--- config.mk ---
export PLATFORM = sky130hd
export DESIGN_NAME = interp_phase_sched
export DESIGN_NICKNAME = d
export VERILOG_FILES = /design/src/rtl/interp_phase_sched.sv
export SDC_FILE = /design/constraint.sdc
export NUM_CORES = 1
export LEC_CHECK = 0
export CORE_ASPECT_RATIO = 1.4
export CORE_UTILIZATION = 30
export CTS_CLUSTER_SIZE = 14
export DETAILED_ROUTE_END_ITERATION = 8
export DONT_BUFFER_PORTS = 1
export PLACE_DENSITY = 0.52
export SETUP_SLACK_MARGIN = 0.4
export SYNTH_ARGS = -nofsm -noshare
export SYNTH_HDL_FRONTEND = slang
export SYNTH_SLANG_ARGS = --single-unit
--- constraint.sdc ---
create_clock -name clk -period 1.4 [get_ports clk]
set_clock_uncertainty 0.15 [all_clocks]
set_input_delay 0.21 -clock clk [delete_from_list [all_inputs] [get_ports clk]]
set_output_delay 0.21 -clock clk [all_outputs]
set_load 0.01 [all_outputs]
--- src/rtl/interp_phase_sched.sv ---
// Control scheduler for a polyphase interpolator: accepts one input sample, waits out
// the filter latency, then emits L output beats, one per polyphase branch.
module interp_phase_sched #(
    parameter int MAX_PHASES = 8,
    parameter int FILT_LAT   = 2,
    parameter int PHASE_W    = $clog2(MAX_PHASES)
) (
    input  logic               clk,
    input  logic               rst,
    input  logic [1:0]         rate_sel,
    input  logic               bypass,
    input  logic               src_valid_in,
    output logic               src_ready_out,
    output logic               dst_valid_out,
    input  logic               dst_ready_in,
    output logic               en_out,
    output logic [PHASE_W-1:0] phase_out,
    output logic               busy,
    output logic               rate_err
);

    localparam int CNT_W = (FILT_LAT > 1) ? $clog2(FILT_LAT) : 1;
    localparam logic [CNT_W-1:0] CNT_LOAD = CNT_W'(FILT_LAT - 1);

    typedef enum logic [1:0] {
        S_IDLE,
        S_WAIT,
        S_EMIT
    } state_t;

    state_t             state_q, state_d;
    logic [CNT_W-1:0]   cnt_q, cnt_d;
    logic [PHASE_W-1:0] phase_q, phase_d;
    logic [PHASE_W-1:0] last_q, last_d;
    logic               rate_err_q, rate_err_d;
    logic               load;

    // The reserved code 11 runs at the highest rate, L = 8.
    function automatic logic [PHASE_W-1:0] last_phase(input logic [1:0] sel);
        case (sel)
            2'b00:   return PHASE_W'(1);
            2'b01:   return PHASE_W'(3);
            default: return PHASE_W'(7);
        endcase
    endfunction

    always_comb begin
        // NOTE: every signal written here gets a default first so no path leaves it unassigned (no latches).
        state_d       = state_q;
        cnt_d         = cnt_q;
        phase_d       = phase_q;
        last_d        = last_q;
        rate_err_d    = rate_err_q;
        src_ready_out = 1'b0;
        dst_valid_out = 1'b0;
        en_out        = 1'b0;
        load          = 1'b0;

        case (state_q)
            S_IDLE: begin
                if (bypass) begin
                    dst_valid_out = src_valid_in;
                    src_ready_out = dst_ready_in;
                end else begin
                    src_ready_out = 1'b1;
                    load          = src_valid_in;
                end
            end
            S_WAIT: begin
                if (cnt_q == '0) begin
                    en_out  = 1'b1;
                    state_d = S_EMIT;
                    phase_d = '0;
                end else begin
                    cnt_d = cnt_q - 1'b1;
                end
            end
            S_EMIT: begin
                dst_valid_out = 1'b1;
                if (phase_q == last_q) begin
                    // Last beat: the next sample may be taken in the same handshake cycle.
                    src_ready_out = dst_ready_in;
                    if (dst_ready_in) begin
                        phase_d = '0;
                        if (src_valid_in) begin
                            load = 1'b1;
                        end else begin
                            state_d = S_IDLE;
                        end
                    end
                end else if (dst_ready_in) begin
                    phase_d = phase_q + 1'b1;
                end
            end
            default: state_d = S_IDLE;
        endcase

        if (load) begin
            state_d = S_WAIT;
            cnt_d   = CNT_LOAD;
            phase_d = '0;
            last_d  = last_phase(rate_sel);
            if (rate_sel == 2'b11) begin
                rate_err_d = 1'b1;
            end
        end

        if (rst) begin
            src_ready_out = 1'b0;
            dst_valid_out = 1'b0;
            en_out        = 1'b0;
        end
    end

    always_ff @(posedge clk) begin
        // NOTE: state registers use non-blocking assignments so every flop samples pre-edge values.
        if (rst) begin
            state_q    <= S_IDLE;
            cnt_q      <= '0;
            phase_q    <= '0;
            last_q     <= PHASE_W'(1);
            rate_err_q <= 1'b0;
        end else begin
            state_q    <= state_d;
            cnt_q      <= cnt_d;
            phase_q    <= phase_d;
            last_q     <= last_d;
            rate_err_q <= rate_err_d;
        end
    end

    assign phase_out = phase_q;
    assign busy      = (state_q != S_IDLE);
    assign rate_err  = rate_err_q;

endmodule

# After elaboration in Yosys (flattened, before gate mapping)
# Cells that the tools add are included.
# op_classes
n_bitwise	1
mux	30
reduce_logical	10
add_sub_neg	2
eq_ne	14
# op_table
cell	count
1-bit two-way mux	16
3-bit two-way mux	4
3-bit != test, second input constant	4
3-bit case mux with 2 select lines	2
2-bit != test, second input constant	5
5-bit AND reduction	2
2-bit two-way mux	4
1-bit case mux with 2 select lines	3
2-bit case mux with 3 select lines	1
2-bit nonzero test	3
2-bit by 1-bit equality test with 1-bit output, second input constant	2
2-bit equality test, second input constant	2
2-bit zero test	2
3-bit by 1-bit adder with 3-bit output, second input constant	1
3-bit equality test	1
3-bit AND reduction	1
2-bit AND reduction	1
2-bit OR reduction	1
1-bit inverter	1
1-bit subtractor, second input constant	1
# word_totals
regBits	10
output_inout_bits	8
input_bits	7
elab_cells	63

# Logic depth before layout (Yosys ltp)
# Gate-level depths: netlist of run 1.
# logic_depth
word_depth	6
mapped_depth	5
depth_no_buf	5

# Worst setup path before layout of run 1
# OpenSTA, ideal clock, no wires.
# synth_path
path_kind	reg-to-output
start	reg phase_q[1] (netlist: phase_out[1])
end	out src_ready_out
arrival_time_ns	1.201
stages_incl_launch_ff	4
path_slack_ns	-0.161
path_cell_list	dfxtp_1 > xor2_1 > o32a_1 > nor3_1
# synth_between
elab_chain_len	4
# synth_lines
item	line	text
from (decl)	33	logic [PHASE_W-1:0] phase_q, phase_d;
from (signal assigned)	126	phase_q <= phase_d;
3-bit equality test	80	if (phase_q == last_q) begin
1-bit two-way mux	80	
1-bit case mux with 2 select lines	59	case (state_q)
1-bit two-way mux	108	if (rst) begin
to (decl)	13	output logic src_ready_out,
# Every way passes these cells.

# Final worst setup path of run 1
# layout_path
start	reg last_q[1]
end	out src_ready_out
# layout_between
elab_chain_len	4
# layout_lines
item	line	text
from (decl)	34	logic [PHASE_W-1:0] last_q, last_d;
from (signal assigned)	127	last_q <= last_d;
3-bit equality test	80	
1-bit two-way mux	80	
1-bit case mux with 2 select lines	59	
1-bit two-way mux	108	
# Every way passes these cells.

==> flow_summary_export.csv, run 1 <==
group,metric,value,unit
run_status,outcome,"finished, violations left",
run_status,violations,"setup timing",
clock_network,insertion_delay,0.26,ns
layout,diodes,0,
job,drv_cap,0,
drt,drt_first_pass_iters,4,
critical_path,slowest_delay,0.35,ns
sta,max_freq,591,MHz
logic_synthesis,ys_warn_count,0,
layout,layout_common_cells,"buf_4, buf_6, dfxtp_4",
layout,finalInstanceArea,1040,µm²
critical_path,cp.required,1.04,ns
sta,period_needed,1.69,ns
logic_synthesis,yosys.area.top_type,"dfxtp_1",
critical_path,path_buf_inv,0,
sta,timing.final.crit_share,1.21,
critical_path,cp_cell_sequence,"xor2_2, o32a_1, nor3_2",
logic_synthesis,synth-main-ff-cell,"dfxtp_1",
global_routing,overflow,0,
sta,setup_viol,8,
floorplanning,die_y,54.3,µm
global_routing,antenna_found_initial,0,
logic_synthesis,syn_inst,67,
logic_synthesis,synth.distinct_cells,34,
logic_synthesis,synth_top_area_frac,0.308,
global_routing,grt_pass1_vias,583,
critical_path,crit_family,"compound AO/OA/AOI/OAI gates",
logic_synthesis,synthAdderAreaFrac,0.0214,
clock_network,cts_max_path_buffers,2,
floorplanning,core.rowCount,18,
sta,slew_violations,0,
drt,antenna_left,0,
placed_design,io_buffers,0,
floorplanning,fp.dieArea,2140,µm²
clock_network,cts_tree,"done",
logic_synthesis,yosys.area_share.simple,0.314,
logic_synthesis,synthArstFlopShare,0,
global_routing,grtUsageTotal,0.182,
sta,rsz0062_at_grt,"true",
power,ir_drop,0.000564,V
logic_synthesis,synth_fp_nets,75,
clock_network,clock-sinks,9,
critical_path,crit_type,"flip-flop to output port",
logic_synthesis,syn_area,586,µm²
floorplanning,core_area,1800,µm²
sta,worst_slack,-0.292,ns
critical_path,start_kind,"flip-flop",
floorplanning,io_pins,15,
critical_path,crit_arrival,1.33,ns
power,power,0.690,mW
logic_synthesis,synth_top_family_by_area,"simple AND/OR/NAND/NOR gates",
placed_design,gp_congestion,0.698,
drt,drtIter0Drc,7,
layout,post-route-util,0.575,
clock_network,cts-htree-levels,1,
logic_synthesis,synthMuxAreaShare,0.0342,
logic_synthesis,ys_seq_area_frac,0.308,
sta,worst_pin_slew,0.466,ns
drt,avgRoutedWirePerCell,15.1,µm
drt,via_per_inst,5.04,
power,pwr_density_cell,666,nW/µm²
floorplanning,die_width,39.3,µm
critical_path,cp_max_fo,3,
critical_path,slowest_stage,"o32a_1",
layout,finalNetCount,102,
logic_synthesis,synth_xor_area_frac,0.0449,
logic_synthesis,synth-edff-count,0,
power,p_leak,0.402,nW
layout,layout_commonest_cell,"buf_4",
sta,finalHoldViolations,0,
placed_design,hpwl,1060,µm
floorplanning,initial_utilization,0.325,
layout,fillCellCount,165,
logic_synthesis,synthTopCellsByArea,"dfxtp_1, a21oi_1, xor2_1",
global_routing,grt_pass1_wl,2590,µm
layout,syn_to_final_growth,76.9,%
clock_network,path_clk_slew,0.06,ns
logic_synthesis,synth_compound_area_frac,0.229,
critical_path,critical_path.endpoint_type,"output port",
logic_synthesis,syn_avg_cell_area,8.74,µm²
drt,vias,570,
drt,drt_wl_total,1700,µm
layout,drive_above_1_share,0.677,
clock_network,cts_root_buf,"clkbuf_4",
logic_synthesis,ys_seq_elements,9,
drt,drc,0,
sta,relSlewSlack,0.689,
worst_hold_path,hold_path_class,"input port to flip-flop",
global_routing,grt_max_degree,11,
clock_network,cts_buffers,3,
placed_design,placed_area,758,µm²
synth_stat cells (2+ instances only):
cell,n
inv_1,4
mux2i_1,2
nor3b_1,2
nor4_1,2
nand2b_1,4
nand2_1,4
dfxtp_1,9
buf_2,2
a21oi_1,6
xor2_1,3
o21ai_0,3
nor3_1,2
nor2_1,3
logic make-up after synthesis:
group | count (synthesis)
fa+ha+maj | 1
xor+xnor | 3
buf+inv | 7
flops | 9
simple gates | 28
compound gates | 17
mux | 2
routing by layer:
metal / vias to the layer above / wire [µm] / track usage
met5: - / 0 / 0
met2: 12 / 933 / 0.319
met1: 264 / 714 / 0.213
li1: 292 / - / -
met3: 2 / 42 / 0.0122
met4: 0 / 10 / 0.103
area by class of cell:
cell class | count | area [µm²] | area share
Clock buffer | 4 | 26.3 | 0.0254
Timing Repair Buffer | 25 | 248 | 0.239
Tap cell | 20 | 25.0 | 0.0242
Multi-Input combinational cell | 51 | 520 | 0.502
Inverter | 4 | 15.0 | 0.0145
Sequential cell | 9 | 201 | 0.194
per-stage QoR:
step	setup TNS (ns)	setup slack, ns	instances	hold WS, ns
2_1_floorplan	0	0.00498	67	0.210
3_3_place_gp	-0.0789	-0.0328	95	0.126
3_5_place_dp	-0.0976	-0.0349	95	0.127
4_1_cts	-0.770	-0.320	110	0.00992
5_1_grt	-1.42	-0.355	113	0.0275
6_report	-0.772	-0.292	113	0.0184
sequential cells by signal, indices dropped and copies added, names as in the netlist:
signal     cells
last_q         2
cnt_q          1
rate_err       1
state_q        2
phase_out      3
final timing paths:
kind | slack [ns] | end | start | cells after the start
hold / removal | 0.02 | state_q[0] | src_valid_in | 2
setup / recovery | -0.29 | src_ready_out | last_q[1] | 3
setup reg to reg | -0.13 | phase_out[1] | phase_out[0] | 6
hold reg to reg | 0.35 | rate_err | rate_err | 2
worst reg2reg max path: stages (launching register included):
cell,delay [ns]
dfxtp_4,0.36
buf_6,0.12
ha_4,0.26
nor2_2,0.03
o211ai_1,0.16
nand3_1,0.13
nor4_2,0.23
repair_timing:
item                                   in CTS  in global routing
hold buffers                                3                  0
setup endpoints to repair                  17                 17
endpoints found under the hold margin       9                  0
pin swaps                                   8                  5
buffers inserted                            8                  3
gates resized for setup                    18                 14
power by group:
group / internal [mW] / leakage [nW] / switching, mW / total [mW]
Sequential: 0.264 / 0.0780 / 0.0208 / 0.285
Combinational: 0.112 / 0.309 / 0.0900 / 0.202
Clock: 0.110 / 0.0150 / 0.0927 / 0.203
Total: 0.486 / 0.402 / 0.204 / 0.690
(Power assumes the default switching activity.)
==> inputs of run 2 (changes only) <==
- CORE_ASPECT_RATIO: 1.4 -> unset
- PLACE_DENSITY: 0.52 -> unset
- PLACE_DENSITY_LB_ADDON: unset -> 0.08
- TNS_END_PERCENT: unset -> 10
==> flow_summary_export.csv, run 2 (same netlist as run 1, synthesis figures left out) <==
group,metric,value,unit
floorplanning,initial_utilization,0.328,
layout,diodes,0,
layout,layout_commonest_cell,"buf_4",
power,power_frac_clock,0.326,
global_routing,grtUsageTotal,0.149,
layout,post-route-util,0.472,
drt,drt_first_pass_iters,4,
critical_path,crit_type,"flip-flop to output port",
critical_path,reg2reg_depth,4,
layout,finalNetCount,92,
worst_hold_path,min_from,"src_valid_in",
clock_network,path_clk_slew,0.07,ns
floorplanning,die_width,46.2,µm
critical_path,slowest_delay,0.36,ns
floorplanning,core_area,1780,µm²
critical_path,cp_max_fo,3,
drt,met1_length,702,µm
global_routing,grt_max_degree,11,
sta,slew_violations,0,
sta,relSlewSlack,0.724,
layout,fillCellCount,185,
critical_path,start_kind,"flip-flop",
sta,max_freq,587,MHz
floorplanning,io_pins,15,
critical_path,cp.required,1.04,ns
run_status,violations,"setup timing",
power,power.internal,0.447,mW
layout,largest_reg_flops,3,
drt,drc,0,
worst_hold_path,hold_path_class,"input port to flip-flop",
clock_network,cts_buffers,3,
placed_design,placed_area,721,µm²
sta,finalHoldViolations,0,
placed_design,gp_congestion,0.718,
critical_path,cp_cell_sequence,"xor2_2, o32a_1, nor3_2",
drt,avgRoutedWirePerCell,13.2,µm
power,power,0.641,mW
critical_path,slowest_stage,"o32a_1",
worst_hold_path,hold_end,"last_q[1]",
clock_network,cts-htree-levels,1,
critical_path,crit_path_start,"last_q[1]",
clock_network,clock-sinks,9,
sta,worst_slack,-0.304,ns
layout,finalInstanceArea,841,µm²
layout,syn_to_final_growth,43.6,%
clock_network,insertion_delay,0.26,ns
floorplanning,fp.dieArea,2130,µm²
layout,finalNonFillerCells,108,
critical_path,crit_family,"compound AO/OA/AOI/OAI gates",
sta,period_needed,1.70,ns
placed_design,io_buffers,0,
drt,top_layer_used,"met3",
global_routing,overflow,0,
floorplanning,die_y,46.2,µm
layout,layout_common_cells,"buf_4, a21oi_1, inv_1, nand2_1, dfxtp_2",
worst_hold_path,min_path_cells,2,
global_routing,antenna_found_initial,0,
sta,timing.final.crit_share,1.22,
critical_path,worstReg2RegEnd,"rate_err",
critical_path,reg2reg_from,"state_q[0]",
placed_design,place_inst,101,
global_routing,grt_pass1_vias,525,
power,pwr-share-comb,0.227,
critical_path,crit_arrival,1.34,ns
global_routing,grt_pass1_wl,2260,µm
sta,rsz0062_at_grt,"true",
drt,via_per_inst,5.06,
placed_design,hpwl,1050,µm
sta,worst_pin_slew,0.414,ns
power,swShare,0.302,
layout,drive_above_1_share,0.518,
drt,drtIter0Drc,10,
drt,drt_wl_total,1430,µm
drt,wl_met3,100,µm
clock_network,cts_max_path_buffers,2,
critical_path,path_buf_inv,0,
sta,setup_viol,7,
run_status,outcome,"finished, violations left",
critical_path,critical_path.endpoint_type,"output port",
drt,wl_met2,624,µm
power,pwr_density_cell,762,nW/µm²
clock_network,cts_tree,"done",
clock_network,cts_root_buf,"clkbuf_4",
power,seqPwrFrac,0.447,
power,ir_drop,0.000570,V
sta,fin_hold_ws,0.0155,ns
critical_path,r2r_slack,-0.07,ns
drt,antenna_left,0,
drt,vias,546,
power,p_leak,0.338,nW
floorplanning,core.rowCount,15,
power,p_sw,0.193,mW
job,drv_cap,0,
## run 2: cell count changes in the layout (fill, tap and decap cells not counted), moves of 2 or more
| cell | change |
|---|---|
| dfxtp_2 | +2 |
| nor2_1 | +2 |
| buf_4 | -2 |
| a21oi_1 | +3 |
| buf_6 | -7 |
| dfxtp_4 | -2 |
| a21oi_4 | -2 |
## run 2: final cells by class
cell class	instances	area, µm²	area share
clock buffer	3	22.5	0.0268
sequential	9	196	0.234
timing repair buffer	15	134	0.159
clock inverter	1	5.00	0.00595
tap	25	31.3	0.0372
inverter	4	15.0	0.0179
multi-input combinational	51	437	0.519
## run 2: power groups by stage
stage | sequential [mW] | combinational (mW) | clock [mW]
floorplan | 0.289 | 0.0887 | 0
global placement | 0.291 | 0.119 | 0
detailed placement | 0.291 | 0.119 | 0
CTS | 0.284 | 0.139 | 0.216
global route | 0.288 | 0.157 | 0.228
finish | 0.286 | 0.145 | 0.209
## run 2: how the worst max path moves through the flow
stage / endpoint / depth (start not counted)
finish: src_ready_out / 3
global route: src_ready_out / 3
CTS: src_ready_out / 3
detailed placement: rate_err / 4
global placement: phase_out[2] / 5
floorplan: src_ready_out / 3
## run 2: routing by layer
layer,track usage,vias to the layer above
met5,0,-
met4,0.0176,0
met3,0.0667,0
met2,0.223,19
met1,0.202,255
li1,-,272
## run 2: through the flow
step | TNS [ns] | worst slack, ns
after floorplan | -0.00566 | -0.00514
after global placement | -0.397 | -0.109
after detailed placement | -0.460 | -0.112
after CTS | -0.843 | -0.321
after global routing | -1.16 | -0.346
final | -0.626 | -0.304
## run 2: worst reg2reg max path, cell delays in order, from the launching register on
cell and delay [ns]:
dfxtp_4 0.36, or3b_4 0.42, nor2_4 0.13, a21oi_4 0.07
o32ai_2 0.25
## run 2: what timing repair did
item	4_1_cts	5_1_grt
hold buffers	3	0
hold endpoints to repair	9	0
setup buffers	0	0
resized for setup	12	8
endpoints found under the setup margin	17	17
gates cloned	0	0
pin swaps	1	1
==> inputs of run 3 (changes only) <==
- clock period: 1.4 -> 2 ns (I/O delays scaled with it)
==> flow_summary_export.csv, run 3 (same netlist as run 1, synthesis figures left out) <==
group,metric,value,unit
sta,worst_pin_slew,0.480,ns
clock_network,cts_root_buf,"clkbuf_4",
layout,multi_input_area,382,µm²
power,ir_drop,0.000200,V
critical_path,slowest_delay,0.37,ns
global_routing,grt_max_degree,17,
critical_path,crit_arrival,1.39,ns
clock_network,cts_max_path_buffers,2,
critical_path,critical_path.endpoint_type,"output port",
power,swShare,0.276,
critical_path,cp.required,1.55,ns
clock_network,path_clk_slew,0.06,ns
critical_path,crit_type,"flip-flop to output port",
global_routing,grt_pass1_wl,2010,µm
floorplanning,initial_utilization,0.328,
sta,finalHoldViolations,0,
power,p_leak,0.252,nW
clock_network,clock-sinks,9,
layout,syn_to_final_growth,13.2,%
power,pwr-share-comb,0.166,
global_routing,overflow,0,
sta,max_freq,544,MHz
critical_path,cp_max_fo,6,
worst_hold_path,min_from,"rate_sel[0]",
sta,slew_violations,0,
floorplanning,die_y,46.2,µm
power,p_sw,0.113,mW
clock_network,cts_tree,"done",
drt,vias,480,
placed_design,io_buffers,0,
critical_path,slowest_stage,"o32a_1",
layout,drive_above_1_share,0.268,
global_routing,grt-busiest-layer,"met2",
drt,drc,0,
sta,timing.final.crit_share,0.918,
sta,period_needed,1.84,ns
placed_design,hpwl,967,µm
layout,seq_area,184,µm²
clock_network,cts_buffers,3,
clock_network,post_cts_buffers,0,
critical_path,reg2reg_from,"state_q[1]",
layout,largest_reg_flops,3,
layout,fillCellCount,187,
global_routing,antenna_found_initial,0,
floorplanning,core.rowCount,15,
clock_network,insertion_delay,0.26,ns
global_routing,grtUsageTotal,0.136,
layout,diodes,0,
drt,drtIter0Drc,20,
critical_path,crit_path_start,"phase_out[1]",
power,power_frac_clock,0.336,
global_routing,met2_usage,0.208,
run_status,outcome,"complete, no violations",
drt,avgRoutedWirePerCell,13.4,µm
sta,setup_viol,0,
sta,relSlewSlack,0.679,
placed_design,gp_congestion,0.675,
floorplanning,fp.dieArea,2130,µm²
global_routing,grtUsageMet3,0.0549,
worst_hold_path,hold_path_class,"input port to flip-flop",
critical_path,start_kind,"flip-flop",
drt,drt_wl_total,1280,µm
drt,via_per_inst,5.00,
global_routing,grt_use_met1,0.161,
floorplanning,die_width,46.2,µm
critical_path,path_buf_inv,0,
layout,finalInstanceArea,663,µm²
drt,antenna_left,0,
critical_path,cp_cell_sequence,"xor2_1, o32a_1, nor3_2",
layout,finalNetCount,80,
clock_network,cts-htree-levels,1,
power,pwr_density_cell,618,nW/µm²
floorplanning,io_pins,15,
global_routing,grt_pass1_vias,481,
power,seqPwrFrac,0.497,
drt,drt_first_pass_iters,3,
job,drv_cap,0,
placed_design,placed_area,623,µm²
sta,rsz0062_at_grt,"true",
layout,layout_common_cells,"a21oi_1, dfxtp_1, inv_1, nand2_1, nand2b_1",
floorplanning,core_area,1780,µm²
critical_path,crit_family,"compound AO/OA/AOI/OAI gates",
critical_path,r2r_slack,0.33,ns
sta,tns,0,ns
power,power.internal,0.297,mW
## run 3: path summary, 6_finish.rpt
kind | end | depth (start not counted)
worst min-delay path | rate_err | 2
worst max register to register | rate_err | 4
worst min register to register | last_q[2] | 2
worst max-delay path | src_ready_out | 3
## run 3: power by group through the flow
stage / clock network, mW / registers, mW / logic (mW)
2_1_floorplan: 0 / 0.201 / 0.0608
3_3_place_gp: 0 / 0.208 / 0.0654
3_5_place_dp: 0 / 0.207 / 0.0647
4_1_cts: 0.145 / 0.203 / 0.0686
5_1_grt: 0.156 / 0.205 / 0.0755
6_report: 0.138 / 0.204 / 0.0682
## run 3: worst register-to-register path, stage by stage (launching register included)
cell and delay (ns):
dfxtp_1 0.62, nand2b_1 0.17, nor4_4 0.27, a21oi_4 0.14, o32ai_2 0.24
## run 3: metal layers
| metal | up-vias | part of all wire |
|---|---|---|
| met5 | - | 0 |
| met4 | 0 | 0.0078 |
| li1 | 250 | - |
| met3 | 2 | 0.065 |
| met1 | 218 | 0.46 |
| met2 | 10 | 0.46 |
## run 3: layout make-up
type	count	share of cell area
clock buffers	4	0.0396
inverters	4	0.0226
multi-input cells	51	0.575
flip-flops and latches	9	0.277
well taps	25	0.0472
repair buffers	3	0.0377
## run 3: what timing repair did
item / 4_1_cts / 5_1_grt
setup endpoints to repair: 9 / 12
cloned: 0 / 0
resized for setup: 1 / 2
hold endpoints to repair: 6 / 0
hold buffers: 1 / 0
## run 3: metrics by stage
step | util | instances | setup slack [ns] | power, mW | hold slack [ns]
final | 0.372 | 96 | 0.163 | 0.410 | 0.0604
after global routing | 0.372 | 96 | 0.109 | 0.437 | 0.0546
after CTS | 0.371 | 96 | 0.151 | 0.417 | 0.0584
after detailed placement | 0.349 | 91 | 0.313 | 0.272 | 0.220
after global placement | 0.349 | 91 | 0.327 | 0.273 | 0.218
after floorplan | - | 67 | 0.426 | 0.262 | 0.310
